File: src/rtl/eq_pkg.sv
// Shared types and constants for the three-band EQ coefficient controller.
package eq_pkg;

  localparam int unsigned NUM_BANDS = 3;
  localparam int unsigned NUM_SLOTS = 5;
  localparam int unsigned NUM_COEFS = 15;
  localparam int unsigned COEF_W    = 16;
  localparam int unsigned ADDR_W    = 4;

  localparam logic [COEF_W-1:0] UNITY_B0 = 16'h4000;

  localparam int unsigned SLOT_B0 = 0;
  localparam int unsigned SLOT_B1 = 1;
  localparam int unsigned SLOT_B2 = 2;
  localparam int unsigned SLOT_A1 = 3;
  localparam int unsigned SLOT_A2 = 4;

  typedef enum logic [1:0] {
    StIdle  = 2'd0,
    StArmed = 2'd1,
    StSwap  = 2'd2
  } eq_state_e;

  typedef logic [NUM_COEFS-1:0][COEF_W-1:0] coef_bank_t;

  // Unity passthrough for every band: b0 = 1.0 in Q2.14, everything else zero.
  function automatic coef_bank_t unity_bank();
    coef_bank_t b;
    b = '0;
    b[SLOT_B0]               = UNITY_B0;
    b[NUM_SLOTS + SLOT_B0]   = UNITY_B0;
    b[2*NUM_SLOTS + SLOT_B0] = UNITY_B0;
    return b;
  endfunction

endpackage

File: src/rtl/eq_coef_ctrl_if.sv
// Host/engine-facing bundle of the EQ coefficient controller.
// Readback signals exist only when EQ_COEF_READBACK_EN is defined.
interface eq_coef_ctrl_if;
  import eq_pkg::*;

  logic              wr_en;
  logic [ADDR_W-1:0] wr_addr;
  logic [COEF_W-1:0] wr_data;
  logic              commit_req;
  logic              sample_edge;
  logic              engine_busy;
  coef_bank_t        coef_active;
  logic              armed;
  logic              commit_ack;
  logic              commit_abort;
  logic              wr_err;
`ifdef EQ_COEF_READBACK_EN
  logic [ADDR_W-1:0] rd_addr;
  logic              rd_bank;
  logic [COEF_W-1:0] rd_data;

  modport master (
    output wr_en, wr_addr, wr_data, commit_req, sample_edge, engine_busy, rd_addr, rd_bank,
    input  coef_active, armed, commit_ack, commit_abort, wr_err, rd_data
  );
  modport slave (
    input  wr_en, wr_addr, wr_data, commit_req, sample_edge, engine_busy, rd_addr, rd_bank,
    output coef_active, armed, commit_ack, commit_abort, wr_err, rd_data
  );
`else
  modport master (
    output wr_en, wr_addr, wr_data, commit_req, sample_edge, engine_busy,
    input  coef_active, armed, commit_ack, commit_abort, wr_err
  );
  modport slave (
    input  wr_en, wr_addr, wr_data, commit_req, sample_edge, engine_busy,
    output coef_active, armed, commit_ack, commit_abort, wr_err
  );
`endif

endinterface

File: src/rtl/eq_coef_regfile.sv
// Shadow and active coefficient banks; swap copies the whole shadow bank in one edge.
// Optional registered readback under EQ_COEF_READBACK_EN.
module eq_coef_regfile
  import eq_pkg::*;
(
  input  logic              clk,
  input  logic              reset,
  input  logic              wr_en_i,
  input  logic [ADDR_W-1:0] wr_addr_i,
  input  logic [COEF_W-1:0] wr_data_i,
  input  logic              swap_i,
  output coef_bank_t        active_o
`ifdef EQ_COEF_READBACK_EN
  ,
  input  logic [ADDR_W-1:0] rd_addr_i,
  input  logic              rd_bank_i,
  output logic [COEF_W-1:0] rd_data_o
`endif
);

  coef_bank_t shadow_q, shadow_d;
  coef_bank_t active_q, active_d;

  always_comb begin
    shadow_d = shadow_q;
    active_d = active_q;
    if (wr_en_i) begin
      shadow_d[wr_addr_i] = wr_data_i;
    end
    if (swap_i) begin
      active_d = shadow_q;
    end
  end

  always_ff @(posedge clk) begin
    if (!reset) begin
      shadow_q <= unity_bank();
      active_q <= unity_bank();
    end else begin
      shadow_q <= shadow_d;
      active_q <= active_d;
    end
  end

  assign active_o = active_q;

`ifdef EQ_COEF_READBACK_EN
  logic [COEF_W-1:0] rd_data_q, rd_data_d;

  always_comb begin
    rd_data_d = '0;
    if (rd_addr_i < ADDR_W'(NUM_COEFS)) begin
      rd_data_d = rd_bank_i ? active_q[rd_addr_i] : shadow_q[rd_addr_i];
    end
  end

  always_ff @(posedge clk) begin
    if (!reset) begin
      rd_data_q <= '0;
    end else begin
      rd_data_q <= rd_data_d;
    end
  end

  assign rd_data_o = rd_data_q;
`endif

endmodule

File: src/rtl/eq_coef_ctrl.sv
// Commit controller: shadow writes in idle, arms on commit_req, swaps on the first idle
// sample edge or aborts after TIMEOUT_EDGES busy edges. Readback via EQ_COEF_READBACK_EN.
module eq_coef_ctrl
  import eq_pkg::*;
#(
  parameter int unsigned TIMEOUT_EDGES = 8
) (
  input logic           clk,
  input logic           reset,
  eq_coef_ctrl_if.slave bus_io
);

  localparam int unsigned CntW = $clog2(TIMEOUT_EDGES + 1);
  localparam logic [CntW-1:0] LastSkip   = CntW'(TIMEOUT_EDGES - 1);
  localparam logic [CntW-1:0] TimeoutCnt = CntW'(TIMEOUT_EDGES);

  eq_state_e       state_q, state_d;
  logic [CntW-1:0] cnt_q, cnt_d;
  logic            abort_q, abort_d;
  logic            wr_err_q, wr_err_d;
  logic            swap;
  logic            wr_ok;

  // Shadow is locked for the whole commit window, not just the swap cycle.
  assign wr_ok    = bus_io.wr_en && (state_q == StIdle) && (bus_io.wr_addr < ADDR_W'(NUM_COEFS));
  assign wr_err_d = bus_io.wr_en && !wr_ok;

  always_comb begin
    state_d = state_q;
    cnt_d   = cnt_q;
    abort_d = 1'b0;
    swap    = 1'b0;
    unique case (state_q)
      StIdle: begin
        if (bus_io.commit_req) begin
          state_d = StArmed;
          cnt_d   = '0;
        end
      end
      StArmed: begin
        if (bus_io.sample_edge) begin
          if (!bus_io.engine_busy) begin
            state_d = StSwap;
            swap    = 1'b1;
          end else if (cnt_q >= LastSkip) begin
            state_d = StIdle;
            abort_d = 1'b1;
            cnt_d   = TimeoutCnt;
          end else begin
            cnt_d = cnt_q + 1'b1;
          end
        end
      end
      StSwap: state_d = StIdle;
      default: state_d = StIdle;
    endcase
  end

  always_ff @(posedge clk) begin
    if (!reset) begin
      state_q  <= StIdle;
      cnt_q    <= '0;
      abort_q  <= 1'b0;
      wr_err_q <= 1'b0;
    end else begin
      state_q  <= state_d;
      cnt_q    <= cnt_d;
      abort_q  <= abort_d;
      wr_err_q <= wr_err_d;
    end
  end

  assign bus_io.armed        = (state_q == StArmed);
  assign bus_io.commit_ack   = (state_q == StSwap);
  assign bus_io.commit_abort = abort_q;
  assign bus_io.wr_err       = wr_err_q;

  // Active bank loads on the qualifying edge so it is already new while commit_ack is high.
  eq_coef_regfile u_regfile (
    .clk       (clk),
    .reset     (reset),
    .wr_en_i   (wr_ok),
    .wr_addr_i (bus_io.wr_addr),
    .wr_data_i (bus_io.wr_data),
    .swap_i    (swap),
    .active_o  (bus_io.coef_active)
`ifdef EQ_COEF_READBACK_EN
    ,
    .rd_addr_i (bus_io.rd_addr),
    .rd_bank_i (bus_io.rd_bank),
    .rd_data_o (bus_io.rd_data)
`endif
  );

endmodule

File: src/flat_wrapper.sv
// flat-port wrapper written by rule: the top's interface ports become plain ports
module eq_coef_ctrl_flat import eq_pkg::*;
#(
  parameter int unsigned TIMEOUT_EDGES = 8
)
  (clk, reset, bus_io_wr_en, bus_io_wr_addr, bus_io_wr_data, bus_io_commit_req, bus_io_sample_edge, bus_io_engine_busy, bus_io_coef_active, bus_io_armed, bus_io_commit_ack, bus_io_commit_abort, bus_io_wr_err);
  eq_coef_ctrl_if bus_io_i ();
  input logic clk;
  input logic reset;
  input wire logic [$bits(bus_io_i.wr_en)-1:0] bus_io_wr_en;
  input wire logic [$bits(bus_io_i.wr_addr)-1:0] bus_io_wr_addr;
  input wire logic [$bits(bus_io_i.wr_data)-1:0] bus_io_wr_data;
  input wire logic [$bits(bus_io_i.commit_req)-1:0] bus_io_commit_req;
  input wire logic [$bits(bus_io_i.sample_edge)-1:0] bus_io_sample_edge;
  input wire logic [$bits(bus_io_i.engine_busy)-1:0] bus_io_engine_busy;
  output wire logic [$bits(bus_io_i.coef_active)-1:0] bus_io_coef_active;
  output wire logic [$bits(bus_io_i.armed)-1:0] bus_io_armed;
  output wire logic [$bits(bus_io_i.commit_ack)-1:0] bus_io_commit_ack;
  output wire logic [$bits(bus_io_i.commit_abort)-1:0] bus_io_commit_abort;
  output wire logic [$bits(bus_io_i.wr_err)-1:0] bus_io_wr_err;
  assign bus_io_i.wr_en = bus_io_wr_en;
  assign bus_io_i.wr_addr = bus_io_wr_addr;
  assign bus_io_i.wr_data = bus_io_wr_data;
  assign bus_io_i.commit_req = bus_io_commit_req;
  assign bus_io_i.sample_edge = bus_io_sample_edge;
  assign bus_io_i.engine_busy = bus_io_engine_busy;
  assign bus_io_coef_active = bus_io_i.coef_active;
  assign bus_io_armed = bus_io_i.armed;
  assign bus_io_commit_ack = bus_io_i.commit_ack;
  assign bus_io_commit_abort = bus_io_i.commit_abort;
  assign bus_io_wr_err = bus_io_i.wr_err;
  eq_coef_ctrl #(.TIMEOUT_EDGES(TIMEOUT_EDGES)) u_core (.clk(clk), .reset(reset), .bus_io(bus_io_i));
endmodule
File: config.mk
export PLATFORM = sky130hd
export DESIGN_NAME = eq_coef_ctrl_flat
export DESIGN_NICKNAME = d
export VERILOG_FILES = /design/src/rtl/eq_pkg.sv /design/src/rtl/eq_coef_ctrl_if.sv /design/src/rtl/eq_coef_regfile.sv /design/src/rtl/eq_coef_ctrl.sv /design/src/flat_wrapper.sv
export SDC_FILE = /design/constraint.sdc
export NUM_CORES = 1
export LEC_CHECK = 0
export CORE_MARGIN = 3
export CORE_UTILIZATION = 50
export CTS_CLUSTER_SIZE = 24
export DETAILED_ROUTE_END_ITERATION = 12
export MAX_ROUTING_LAYER = met4
export PLACE_DENSITY = 0.77
export SETUP_SLACK_MARGIN = 0.1
export SYNTH_ARGS = -nofsm -noshare
export SYNTH_HDL_FRONTEND = slang
export SYNTH_SLANG_ARGS = --single-unit
File: constraint.sdc
create_clock -name clk -period 5.1 [get_ports clk]
set_input_delay 1.02 -clock clk [delete_from_list [all_inputs] [get_ports clk]]
set_output_delay 1.02 -clock clk [all_outputs]
set_load 0.01 [all_outputs]
### Word level (Yosys, flattened, before mapping)

Cells that the tools add are included.
W data, S select, Z words.

* register bits after elaboration: 488
* input bits: 26
* word-level logic and storage cells: 72

* $add $sub $neg: 1
* order comparisons: 4
* equal/unequal tests: 6
* mux-type cells: 17
* reductions and logical operators: 10

Operators with widths (number)
* $bwmux W240: 1
* $demux W16 S4: 1
* $mux W16: 1
* $mux W4: 4
* $mux W2: 4
* $pmux W4 S2: 1
* $reduce_and A4 Y1: 2
* $ne A2 B2 Y1 const B: 3
* $lt A4 B5 Y1 const B: 1
* $add A4 B1 Y4 const B: 1
* $ge A4 B1 Y1 const B: 1
* $ge A4 B3 Y1 const B: 1
* $logic_and A1 B1 Y1: 4
* $lt A4 B4 Y1 const B: 1
* $mux W1: 4
* $pmux W2 S2: 1
* $ne A3 B2 Y1 const B: 1
* $reduce_and A3 Y1: 1
* $eq A2 B1 Y1 const B: 1
* $eq A2 B2 Y1 const B: 1
* $logic_not A2 Y1: 1
* $reduce_bool A2 Y1: 1
* $logic_not A1 Y1: 1

### Logic depth before layout (Yosys ltp)

Gate-level depths: netlist (run 1).

* word-level depth: 5
* gate-level depth with buffers: 7

### Modules after synthesis

From an unflattened synthesis (run 1), not the netlist that was laid out.

* cells, all modules: 1648
* area, all modules: 18029.8 um^2

Modules (own cells, without submodules)
* eq_coef_regfile: instances 1, cells each 1601, area an instance 17611.9 um^2, seq. area each 9609.2 um^2
* eq_coef_ctrl: instances 1, cells each 47, area an instance 417.9 um^2, seq. area each 160.2 um^2

### Worst setup path after synthesis (run 1)

No wires, ideal clock.

* path type: in2reg
* start: input bus_io_wr_addr[1]
* end: register u_core.u_regfile.shadow_q[190] (netlist name)
* library setup time: 0.072 ns
* arrival: 2.426 ns
* data required time: 5.028 ns
* setup slack: 2.602 ns
* stages on the path: 5
* path buffers: 2
* cells stage by stage: clkbuf_1 nand2_1 nor3_2 buf_6 mux2i_1

* cells in the longest elaborated chain, start to end: 5
* elaborated cells on any way between the ends: 8
* those cells by class: order compare: 3; mux: 3; reduce/logical: 2

Ends and longest elaborated chain
* start, declared: line flat_wrapper.sv:11 `input wire logic [$bits(bus_io_i.wr_addr)-1:0] bus_io_wr_addr;`
* $lt A4 B5 Y1 (not written as such) or $ge A4 B1 Y1 (tied branches): line eq_coef_regfile.sv:28 `shadow_d[wr_addr_i] = wr_data_i;`
* $logic_and A1 B1 Y1 (not written as such): line eq_coef_regfile.sv:28
* $mux W16 (not written as such): line eq_coef_regfile.sv:28
* $demux W16 S4: line eq_coef_regfile.sv:28
* $bwmux W240: line eq_coef_regfile.sv:28
* end signal, assigned: line eq_coef_regfile.sv:37 `shadow_q <= unity_bank();`
* end signal, assigned: line eq_coef_regfile.sv:40 `shadow_q <= shadow_d;`
* end, declared: line eq_coef_regfile.sv:21 `coef_bank_t shadow_q, shadow_d;`

Parallel ways exist; a longest one is shown, timed or not.
A chain may end at the register's enable or synchronous reset.

### Worst setup path in the final report (run 1)

* start: register u_core.state_q[0]
* end: output bus_io_armed

* cells in the longest elaborated chain, start to end: 1

Ends and longest elaborated chain
* start, declared: line eq_coef_ctrl.sv:17 `eq_state_e state_q, state_d;`
* start signal, assigned: line eq_coef_ctrl.sv:61 `state_q <= StIdle;`
* start signal, assigned: line eq_coef_ctrl.sv:66 `state_q <= state_d;`
* $eq A2 B1 Y1: line eq_coef_ctrl.sv:73 `assign bus_io.armed = (state_q == StArmed);`
* end, declared: line flat_wrapper.sv:17 `output wire logic [$bits(bus_io_i.armed)-1:0] bus_io_armed;`

No other way between the ends.

==> results of run 1 <==
-- Yosys cell counts, drive strengths merged, types with 2 or more instances --
| cell type | count |
|---|---|
| nand2 | 739 |
| dfxtp | 488 |
| mux2i | 242 |
| a21boi | 237 |
| clkbuf | 109 |
| buf | 42 |
| nand3 | 10 |
| nor2b | 9 |
| nor2 | 7 |
| nand2b | 4 |
| a21oi | 3 |
| nor3 | 3 |
| a31oi | 2 |
| and3 | 2 |
| nand4 | 2 |
| nor4b | 2 |
| or3 | 2 |
-- registers in the layout (all words and copies together) (netlist names) --
| name | flops |
|---|---|
| u_core.cnt_q | 4 |
| u_core.u_regfile.active_o | 240 |
| u_core.u_regfile.shadow_q | 240 |
| u_core.bus_io.commit_abort | 1 |
| u_core.bus_io.wr_err | 1 |
| u_core.state_q | 2 |
-- layout make-up --
class / instances / share of cell area
diodes: 3 / 0.0003376
clock inverters: 12 / 0.006527
clock buffers: 69 / 0.06527
well taps: 455 / 0.02560
repair buffers: 280 / 0.1267
multi-input cells: 1279 / 0.3360
inverters: 1 / 0.0001688
flip-flops and latches: 488 / 0.4393
-- power groups by stage --
stage / Combinational [W] / Clock [W] / Sequential (W)
after global placement: 0.000294 / 0 / 0.00394
final: 0.000299 / 0.00354 / 0.00385
after detailed placement: 0.000299 / 0 / 0.00394
after floorplan: 0.000190 / 0 / 0.00393
after global routing: 0.000318 / 0.00374 / 0.00385
after CTS: 0.000299 / 0.00360 / 0.00385
-- through the flow --
step | setup WS (ns) | power, W | util | hold WS [ns]
2_1_floorplan | 2.602 | 0.004122 | - | 0.4350
3_3_place_gp | 1.556 | 0.004230 | 0.5915 | 0.4417
3_5_place_dp | 1.505 | 0.004235 | 0.5915 | 0.4464
4_1_cts | 1.928 | 0.007750 | 0.6372 | 0.4575
5_1_grt | 1.805 | 0.007910 | 0.6374 | 0.4717
6_report | 1.904 | 0.007693 | 0.6374 | 0.4558
-- worst paths after layout --
kind / startpoint / end / slack [ns] / cells past startpoint
max: u_core.state_q[0] / bus_io_armed / 1.90 / 2
min: u_core.u_regfile.shadow_q[60] / u_core.u_regfile.shadow_q[60] / 0.46 / 2
max reg2reg: u_core.state_q[0] / u_core.u_regfile.active_o[66] / 2.35 / 4
min reg2reg: u_core.u_regfile.shadow_q[60] / u_core.u_regfile.shadow_q[60] / 0.46 / 2
-- cells by family (layout without fill, tap and decap cells) --
logic type / count (synthesis) / in the layout / share of synthesized area
AOI/OAI and AO/OA: 245 / 245 / 0.1025
adders and majority gates: 1 / 1 / 0.0007003
buffers and inverters: 152 / 362 / 0.03733
DFF: 488 / 488 / 0.5469
muxes: 242 / 242 / 0.1356
other: 0 / 3 / 0
and+or+nand+nor: 791 / 791 / 0.1770
-- worst min-delay path: cells and delay by family, from the launching register on --
| family | cells | cell delay [ns] |
|---|---|---|
| DFF | 1 | 0.31 |
| muxes | 1 | 0.05 |
| and+or+nand+nor | 1 | 0.05 |
-- metal layers --
layer	routed length, microns	up-vias	global-route usage
li1	-	6606	-
met1	20710	6540	0.3169
met2	22620	398	0.4033
met3	2765	84	0.03968
met4	1345	0	0.07341
met5	0	-	-
-- cell usage in the layout (no fill, tap or decap), types with 8 or more instances in the layout --
master             n
clkbuf_8          15
a21boi_0         237
nand3_1            8
nor2b_1            9
clkbuf_16         49
buf_4              8
mux2i_1          242
nand2_1          739
clkdlybuf4s50_1  268
dfxtp_1          488
==> results_dict.tcl, run 1 <==
set metrics [dict create \
    cp-end-kind "output pin" \
    path_cells "nor2b_1, clkdlybuf4s50_1" \
    wl_per_cell_microns 18.34 \
    clk_latency_ns 0.55 \
    maxCapViolations 0 \
    dp_hpwl_microns 28520 \
    core_area_sq_mm 0.03488 \
    crit_slowest_cell "dfxtp_1" \
    max_stage_delay_ns 0.74 \
    clk_pin_slew_ns 0.06 \
    final_layout_size_suffix_gt1_frac 0.04697 \
    hold_viol 0 \
    fp.dieH_microns 195.0 \
    power.share.clock 0.460 \
    syn_inst 1919 \
    grt_max_degree 182 \
    fin_area_sq_mm 0.02224 \
    drcViolationCount 0 \
    p_per_area_mw_per_mm2 345.9 \
    cts.htree.levels 2 \
    grt_pass1_wl_microns 73050 \
    ctsHoldBuffers 0 \
    cp.arrival_ns 2.18 \
    area_growth_pct 24.47 \
    ant_nets 0 \
    finalWirelength_microns 47440 \
    slew_headroom 0.1497 \
    syn_area_sq_mm 0.01786 \
    tritoncts "done" \
    gr-usage-all-layers 0.2462 \
    period_minus_slack_ns 3.196 \
    ys_types 40 \
    seqPwrFrac 0.501 \
    nNetsFinal 2125 \
    path_buf_inv 1 \
    tightest_slew_ns 1.272 \
    drtIter0Drc 1095 \
    min_path_type "flip-flop to flip-flop" \
    place_congestion 0.7897 \
    combinationalPowerShare 0.039 \
    p_sw_w 0.001650 \
    pin_count 270 \
    dp_cells 2503 \
    syn_area_per_cell_sq_um 9.309 \
    period_share 0.6267 \
    yosys-top-cells-area "dfxtp_1 55%, nand2_1 16%, mux2i_1 14%" \
    grt_pass1_vias 13121 \
    vias 13628 \
    via_per_inst 5.268 \
    overflow 0 \
    status "complete, no violations" \
    setup_viol 0 \
    rsz0062_at_grt "no" \
    antenna_found_initial 3 \
    yosys.area.top_type "dfxtp_1" \
    clock_skew_ns 0.01501 \
    final_cells 2587 \
    synthArstFlopShare 0 \
    initial_utilization 0.5121 \
    ys.flop_type "dfxtp_1" \
    worst-endpoint-required_ns 4.08 \
    path_class "flip-flop to output pin" \
    synth_nets 1946 \
    first_pass_iters 5 \
    dieArea_sq_mm 0.03803 \
    numCtsBuffers 48 \
    critPathTopFamily "flip-flops" \
    nFillCells 2893 \
    path_max_fanout 15 \
    synth_top_area_share 0.5469 \
    placementRows 68 \
    synth_edf_count 0 \
    yosys_warnings 0 \
    clock_sinks 488 \
    p_sw_frac 0.2145 \
    final-seq-area_sq_mm 0.009769 \
    fp.dieW_microns 195.0 \
    place_area_sq_mm 0.02063 \
    p_leak_nw 8.249 \
    slew_violations 0 \
    multi_input_area_sq_mm 0.007472 \
    internal_power_w 0.006043 \
    clk_path_buf_depth 3 \
    cts_resized 0 \
    portBuffers 269 \
    cts-root-buf "clkbuf_16" \
    fin_tns_setup_ns 0 \
    yosys_register_bits 488 \
    ys_seq_area_frac 0.5469 \
    post_cts_buffers 0 \
    critPathLaunchType "flip-flop" \
    max_freq_ghz 0.3129 \
    vdd_drop_max_mv 0.2268 \
]
Power figures use the tool's default switching activity.
==> run 2: changes to the inputs <==
--- a/config.mk
+++ b/config.mk
@@ -6,7 +6,7 @@
 export NUM_CORES = 1
 export LEC_CHECK = 0
 export CORE_MARGIN = 3
-export CORE_UTILIZATION = 50
+export CORE_UTILIZATION = 48
 export CTS_CLUSTER_SIZE = 24
 export DETAILED_ROUTE_END_ITERATION = 12
 export MAX_ROUTING_LAYER = met4
==> constraint.sdc (replaced) <==
create_clock -name clk -period 2.7 [get_ports clk]
set_input_delay 0.54 -clock clk [delete_from_list [all_inputs] [get_ports clk]]
set_output_delay 0.54 -clock clk [all_outputs]
set_load 0.01 [all_outputs]
==> results_dict.tcl, run 2 (same netlist as run 1, synthesis figures left out) <==
set metrics [dict create \
    final_util 0.6268 \
    final_cells 2655 \
    cp-end-kind "output pin" \
    nNetsFinal 2170 \
    post-place-ws_ns 0.1644 \
    max_freq_ghz 0.4005 \
    area_growth_pct 28.44 \
    setup_slack_ns 0.2030 \
    dieArea_sq_mm 0.03957 \
    crit_slowest_cell "clkdlybuf4s50_1" \
    rrSetupSlack_ns 0.78 \
    nFillCells 2992 \
    tightest_slew_ns 0.8461 \
    hold_depth 3 \
    period_share 0.9248 \
    vias 13818 \
    ctsHoldBuffers 0 \
    wl_per_cell_microns 18.37 \
    path_depth 2 \
    rsz0062_at_grt "no" \
    reg2regPathDepth 4 \
    clk_pin_slew_ns 0.07 \
    cts.htree.levels 2 \
    grt_pass1_vias 13372 \
    worstReg2RegEnd "u_core.u_regfile.shadow_q[143]" \
    path_class "flip-flop to output pin" \
    p_leak_nw 8.586 \
    maxCapViolations 0 \
    via_per_inst 5.205 \
    slew_violations 0 \
    min_path_type "input port to flip-flop" \
    worst_r2r_startpoint "u_core.state_q[1]" \
    layout_common_cells "739 x nand2_1, 486 x dfxtp_1, 268 x clkdlybuf4s50_1" \
    clock_sinks 488 \
    p_per_area_mw_per_mm2 656.5 \
    numCtsBuffers 49 \
    path_cells "nor2b_1, clkdlybuf4s50_1" \
    total_power_w 0.01506 \
    dp_cells 2560 \
    place_congestion 0.7803 \
    path_max_fanout 15 \
    finalWirelength_microns 48780 \
    core_area_sq_mm 0.03661 \
    clk_latency_ns 0.56 \
    fin_tns_setup_ns 0 \
    grt_max_degree 170 \
    final_common_cell "nand2_1" \
    critPathLaunchType "flip-flop" \
    status "complete, no violations" \
    final_layout_size_suffix_gt1_frac 0.06914 \
    clock_skew_ns 0.008573 \
    worst-endpoint-required_ns 2.16 \
    clk_path_buf_depth 3 \
    overflow 0 \
    slew_headroom 0.4346 \
    hold_viol 0 \
    period_minus_slack_ns 2.497 \
    cp.arrival_ns 1.96 \
    path_buf_inv 1 \
    initial_utilization 0.4880 \
    critPathTopFamily "buffers and inverters" \
    cts-root-buf "clkbuf_16" \
    tritoncts "done" \
    antenna_found_initial 3 \
    placementRows 70 \
    drcViolationCount 0 \
    ant_nets 0 \
    setup_viol 0 \
    hp-start "reset" \
    portBuffers 269 \
    dp_hpwl_microns 30370 \
    first_pass_iters 7 \
    drtIter0Drc 865 \
    grt_pass1_wl_microns 74490 \
    vdd_drop_max_mv 0.4539 \
    fp.dieH_microns 198.9 \
    fp.dieW_microns 198.9 \
    gr-usage-all-layers 0.2470 \
    max_stage_delay_ns 0.60 \
    holdPathEnd "u_core.u_regfile.shadow_q[85]" \
    pin_count 270 \
]
## run 2: cell types whose count changed in the layout (fill, tap and decap cells not counted), sizes merged
cell | before | now
buf | 12 | 56
clkbuf | 69 | 73
bufinv | 3 | 6
clkinv | 6 | 8
clkinvlp | 1 | 3
## run 2: how the worst max path moves through the flow
stage,from,end,slack [ns]
after CTS,u_core.state_q[1],bus_io_commit_ack,0.18
after floorplan,bus_io_wr_addr[1],u_core.u_regfile.shadow_q[190],0.68
after global routing,u_core.state_q[0],bus_io_armed,0.12
final,u_core.state_q[0],bus_io_armed,0.20
after detailed placement,bus_io_wr_en,u_core.u_regfile.shadow_q[143],0.16
after global placement,bus_io_wr_en,u_core.u_regfile.shadow_q[134],0.21
## run 2: through the flow
step	hold slack (ns)	cell area, sq um
2_1_floorplan	0.4350	17860
3_3_place_gp	0.4419	21200
3_5_place_dp	0.4464	21200
4_1_cts	0.3771	22940
5_1_grt	0.4079	22950
6_report	0.3966	22950
## run 2: routing by layer
metal  GRT usage  vias to the layer above  routed length (microns)
met5           -                        -                        0
met4     0.08147                        0                     1422
met3     0.03320                       91                     2380
met2      0.4046                      370                    23450
met1      0.3179                     6653                    21530
li1            -                     6704                        -
## run 2: cell type report
cell class              instances  area (sq um)  share of cell area
multi-input cells            1279          7472              0.3256
clock buffers                  73          1469             0.06402
well taps                     468         585.6             0.02552
flip-flops and latches        488          9772              0.4259
diodes                          3         7.507           0.0003272
clock inverters                19         262.8             0.01145
repair buffers                324          3373              0.1470
inverters                       1         3.754           0.0001636
## run 2: repair_timing
item	in CTS	in global routing
cloned	0	0
buffers inserted	0	0
setup endpoints to repair	1	1
gates resized for setup	1	1
## run 2: report_power, final
group          internal [W]  total (W)  switching (W)
combinational      0.000217   0.000629       0.000411
sequential          0.00725    0.00728      0.0000319
clock               0.00435    0.00716        0.00281
total                0.0118     0.0151        0.00325
## run 2: worst register-to-register path, delay by kind of cell (launching register included)
kind                   cells  cell delay (ns)
buffers and inverters      1             0.23
DFF                        1             0.41
muxes                      1             0.15
and+or+nand+nor            2             0.97
==> run 3: changes to the inputs <==
--- a/config.mk
+++ b/config.mk
@@ -5,13 +5,15 @@
 export SDC_FILE = /design/constraint.sdc
 export NUM_CORES = 1
 export LEC_CHECK = 0
+export CAP_MARGIN = 20
 export CORE_MARGIN = 3
-export CORE_UTILIZATION = 48
+export CORE_UTILIZATION = 49
 export CTS_CLUSTER_SIZE = 24
 export DETAILED_ROUTE_END_ITERATION = 12
 export MAX_ROUTING_LAYER = met4
-export PLACE_DENSITY = 0.77
+export PLACE_DENSITY = 0.78
 export SETUP_SLACK_MARGIN = 0.1
 export SYNTH_ARGS = -nofsm -noshare
 export SYNTH_HDL_FRONTEND = slang
+export SYNTH_HIERARCHICAL = 1
 export SYNTH_SLANG_ARGS = --single-unit
==> results_dict.tcl, run 3 <==
set metrics [dict create \
    min_path_type "input port to flip-flop" \
    synth_edf_count 0 \
    slew_violations 0 \
    ant_nets 0 \
    initial_utilization 0.5020 \
    synth_top_area_share 0.5418 \
    clock_sinks 488 \
    pin_count 270 \
    clock_skew_ns 0.01514 \
    cp.arrival_ns 1.85 \
    drcViolationCount 0 \
    clk_latency_ns 0.55 \
    critPathTopFamily "buffers and inverters" \
    grt_pass1_wl_microns 70980 \
    worst-endpoint-required_ns 2.16 \
    final_common_cell "dfxtp_1" \
    yosys.area_share.simple 0.1538 \
    post_cts_buffers 0 \
    max_freq_ghz 0.4188 \
    finalWirelength_microns 46600 \
    placementRows 69 \
    dieArea_sq_mm 0.03913 \
    period_minus_slack_ns 2.388 \
    drtIter0Drc 720 \
    ys_seq_area_frac 0.5418 \
    netlist_top_cells_count "488 x dfxtp_1, 483 x mux2i_1, 264 x nand2_1, 242 x nor2b_1, 64 x clkbuf_1" \
    nNetsFinal 1929 \
    yosys_register_bits 488 \
    synth_most_common_cell "dfxtp_1" \
    dp_hpwl_microns 29840 \
    clk_pin_slew_ns 0.06 \
    path_class "flip-flop to output pin" \
    max_stage_delay_ns 0.58 \
    period_share 0.8844 \
    worst_r2r_startpoint "u_core/state_q[1]" \
    rrSetupSlack_ns 0.51 \
    syn_area_sq_mm 0.01803 \
    synth_nets 1675 \
    grt_max_degree 111 \
    path_max_fanout 8 \
    synthArstFlopShare 0 \
    via_per_inst 5.132 \
    tritoncts "done" \
    portBuffers 269 \
    ctsHoldBuffers 0 \
    ys.flop_type "dfxtp_1" \
    holdPathEnd "u_core/u_regfile/shadow_q[216]" \
    layout_common_cells "488 x dfxtp_1, 483 x mux2i_1, 268 x clkdlybuf4s50_1" \
    fp.dieW_microns 197.8 \
    maxCapViolations 0 \
    antenna_found_initial 2 \
    clk_path_buf_depth 3 \
    hp-start "reset" \
    synthAdderAreaFrac 0.0006940 \
    place_congestion 0.7815 \
    p_per_area_mw_per_mm2 616.3 \
    tightest_slew_ns 0.6039 \
    synth_top_family_by_area "multiplexers" \
    worstReg2RegEnd "u_core/u_regfile/shadow_q[54]" \
    cts.htree.levels 2 \
    crit_slowest_cell "clkdlybuf4s50_1" \
    status "complete, no violations" \
    path_buf_inv 1 \
    final_cells 2393 \
    slew_headroom 0.5964 \
    overflow 0 \
    vdd_drop_max_mv 0.4339 \
    yosys-top-cells-area "dfxtp_1 54%, mux2i_1 27%, nor2b_1 8.4%" \
    dp_cells 2313 \
    vias 12280 \
    synthMuxAreaShare 0.2681 \
    hold_depth 3 \
    setup_viol 0 \
    gr-usage-all-layers 0.2383 \
    hold_viol 0 \
    numCtsBuffers 48 \
    cp-end-kind "output pin" \
    syn_area_per_cell_sq_um 10.94 \
    cts-root-buf "clkbuf_16" \
    fp.dieH_microns 197.8 \
    core_area_sq_mm 0.03591 \
    p_leak_nw 8.192 \
    critPathLaunchType "flip-flop" \
    synth_compound_area_frac 0.003123 \
    ys_types 34 \
    syn_inst 1648 \
    grt_pass1_vias 12254 \
    final_layout_size_suffix_gt1_frac 0.07095 \
    path_cells "nor2b_2, clkdlybuf4s50_1" \
    rsz0062_at_grt "no" \
    area_growth_pct 27.24 \
    yosys_warnings 6 \
    yosys.area.top_type "dfxtp_1" \
    wl_per_cell_microns 19.47 \
    fin_tns_setup_ns 0 \
    synth_xor_area_frac 0 \
    first_pass_iters 6 \
    reg2regPathDepth 6 \
]
## run 3: cell types whose count changed after synthesis, moves of 5 or more
cell / change
a21boi_0: -237
mux2i_1: +241
nor2b_1: +233
buf_4: +7
clkbuf_1: -45
nor2_2: +5
nand2_1: -475
nand3_1: -6
## run 3: cell type report
type | instances | area [sq um]
multi-input cells | 1037 | 7681
flip-flops and latches | 488 | 9769
fillers | 2855 | 12970
diodes | 1 | 2.502
inverters | 1 | 3.754
repair buffers | 326 | 3463
clock inverters | 8 | 46.29
well taps | 461 | 576.8
clock buffers | 71 | 1399
## run 3: power breakdown
part / switching [W] / internal (W) / leakage (nW) / total [W]
combinational: 0.000381 / 0.000266 / 3.55 / 0.000647
sequential: 0.0000265 / 0.00724 / 3.93 / 0.00727
clock: 0.00267 / 0.00356 / 0.712 / 0.00622
## run 3: cell families after synthesis
group	count (synthesis)
AND/OR/NAND/NOR	545
buffers and inverters	123
AO/OA/AOI/OAI	8
adder cells (fa/ha/maj)	1
flip-flops	488
multiplexers	483
## run 3: worst max-delay path by stage
stage | startpoint | endpoint | cells after the start
2_1_floorplan | u_core/state_q[0] | u_core/u_regfile/active_o[14] | 7
3_3_place_gp | bus_io_wr_addr[1] | u_core/u_regfile/shadow_q[63] | 7
3_5_place_dp | bus_io_wr_addr[1] | u_core/u_regfile/shadow_q[59] | 7
4_1_cts | u_core/state_q[0] | bus_io_armed | 2
5_1_grt | u_core/state_q[0] | bus_io_armed | 2
6_report | u_core/state_q[0] | bus_io_armed | 2
## run 3: through the flow
step,power [W],hold WS [ns],setup WS (ns),area (sq um),util
finish,0.01414,0.4536,0.3120,22940,0.6388
global route,0.01458,0.4634,0.2115,22940,0.6388
CTS,0.01426,0.4354,0.1699,22940,0.6387
detailed placement,0.008072,0.4458,0.09432,21490,0.5984
global placement,0.008063,0.4412,0.1820,21490,0.5984
floorplan,0.007812,0.4344,0.6605,18030,-
## run 3: routing by layer
layer  vias up  share of wire  GRT usage
li1       5955              -          -
met1      5959           0.47     0.3254
met5         -              0          -
met4         0          0.016    0.05007
met2       303           0.46     0.3753
met3        63          0.054    0.04135
## run 3: worst register-to-register path, delay by kind of cell, from the launching register on
kind	cells	cell delay, ns
flops	1	0.36
buf+inv	1	0.18
simple gates	4	1.34
mux	1	0.22
## run 3: timing repair
| action | 4_1_cts | 5_1_grt |
|---|---|---|
| setup endpoints to repair | 0 | 1 |
| endpoints found under the hold margin | 0 | 0 |
| resized for setup | 0 | 1 |
==> patch: new RTL, config.mk and constraints of run 2 <==
`TIMEOUT_EDGES` is set to 8 in 2 places; all go to 16.
--- a/src/rtl/eq_coef_ctrl.sv
+++ b/src/rtl/eq_coef_ctrl.sv
@@ -3,7 +3,7 @@
 module eq_coef_ctrl
   import eq_pkg::*;
 #(
-  parameter int unsigned TIMEOUT_EDGES = 8
+  parameter int unsigned TIMEOUT_EDGES = 16
 ) (
   input logic           clk,
   input logic           reset,
--- a/src/flat_wrapper.sv
+++ b/src/flat_wrapper.sv
@@ -1,7 +1,7 @@
 // flat-port wrapper written by rule: the top's interface ports become plain ports
 module eq_coef_ctrl_flat import eq_pkg::*;
 #(
-  parameter int unsigned TIMEOUT_EDGES = 8
+  parameter int unsigned TIMEOUT_EDGES = 16
 )
   (clk, reset, bus_io_wr_en, bus_io_wr_addr, bus_io_wr_data, bus_io_commit_req, bus_io_sample_edge, bus_io_engine_busy, bus_io_coef_active, bus_io_armed, bus_io_commit_ack, bus_io_commit_abort, bus_io_wr_err);
   eq_coef_ctrl_if bus_io_i ();
Function: same outputs for any inputs over 4 cycles, from zero or initial values and one cycle with reset low; that may be too few to reach the edited logic, so the function may still have changed.
==> patch against run 2 <==
  * Routed wire length increased by 12%
  * Highest routed layer unchanged
  * Total power rose by 0.39%
  * Setup slack better by 0.042 ns
  * Synthesized cell count increased by 9.6%
  * Area after synthesis is 4.8% higher
  * Cell area increased by 3.0%
  * Die area up 4.7%
  * Sequential cell count increased by 1
==> patch: results (changes against run 2) <==
The portion of the layout cell area used by clock cells came out at 7.12% (-0.43 points). The pin count of the biggest net entering global routing was 119 (-30%). The endpoint of the lowest-slack register-to-register path is u_core.u_regfile.shadow_q[231]. The wire length on met2 came out at 25600 um (+9.3%). The overall routed net length was 54600 um (+12%). The share of cell area taken by multi-input logic gates came out at 34.4% (+1.8 points). The leakage dissipation is 8.29 nW (-3.4%). The post-layout net count is 2321 (+7.0%).

The filler cell count in the final layout came out at 3284 (+9.8%). The multi-input gate count is 1417 (+11%). The total internal power came to 11.8 mW (about the same). The fraction of area in registers came out at 41.4% (-1.2 points). The fraction of the mapped netlist area in compound gates came out at 18.3% (+8.0 points). Sorting the synthesized cells by how often they occur yields 615 x nand2_1, 489 x dfxtp_1, 299 x a21boi_0, 136 x nand3_1, 133 x clkbuf_1. The count of plain and timing-repair buffers in the layout is 335 (+3.4%).

The detailed-routing wirelength on met1 is 23300 um (+8.4%). The switching share of power came out at 21.9% (+0.36 points). The via count of the first global-routing pass came out at 14627 (+9.4%). The weighted congestion at the end of routability-driven global placement is 0.810 (+3.8%). On the critical path the largest part of the delay comes from flip-flops. The proportion of synthesized chip area in sequential cells came to 52.3% (-2.4 points). The reported clock group power came out at 7.03 mW (-2%). The quantity of gates resized following cts came out at 0 (-1). The sum of net half-perimeters after detailed placement came out at 35200 um (+16%). The number of iterations in the first detailed-routing pass is 5 (-2).

The mean post-synth cell area is 8.90 um^2 (-4.4%). The footprint of the flip-flops and latches came to 9790 um^2 (+0.19%). The inserted tap cell count is 511 (+9.2%). The fraction of met3 tracks used by global routing came out at 5.09% (+1.8 points). The part of the power in combinational logic came out at 5.3% (+1.1 points).

For hold timing, the worst endpoint is u_core.bus_io.wr_err. The run finished with clean final reports. The mean routed wirelength per cell came out at 19.2 um (+4.6%). The slowest stage cell on the critical path is dfxtp_1.
==> patch: cell types whose count changed in the layout (fill, tap and decap cells not counted), sizes merged, moves of 4 or more <==
cell / delta
mux2i: -130
o21ai: +128
a21boi: +127
nand3: +127
nand2: -124
buf: +11
nand4b: +5
clkbuf: +4
clkinv: -4
nand2b: -4
nor2: -4
nor2b: -4
==> patch: worst max path at each step <==
stage	to	slack, ns	startpoint
CTS	bus_io_armed	0.14	u_core.state_q[0]
floorplan	u_core.u_regfile.shadow_q[133]	0.88	bus_io_wr_addr[1]
global placement	u_core.u_regfile.shadow_q[129]	0.15	bus_io_wr_addr[1]
detailed placement	u_core.u_regfile.shadow_q[137]	0.04	bus_io_wr_addr[1]
global route	bus_io_commit_ack	0.16	u_core.state_q[1]
finish	bus_io_commit_ack	0.25	u_core.state_q[1]
==> patch: worst reg2reg max path, stage by stage, from the launching register on <==
cell and delay, ns:
dfxtp_1 0.62, or3b_4 0.25, buf_4 0.58, o21ai_0 0.30, a21boi_0 0.24
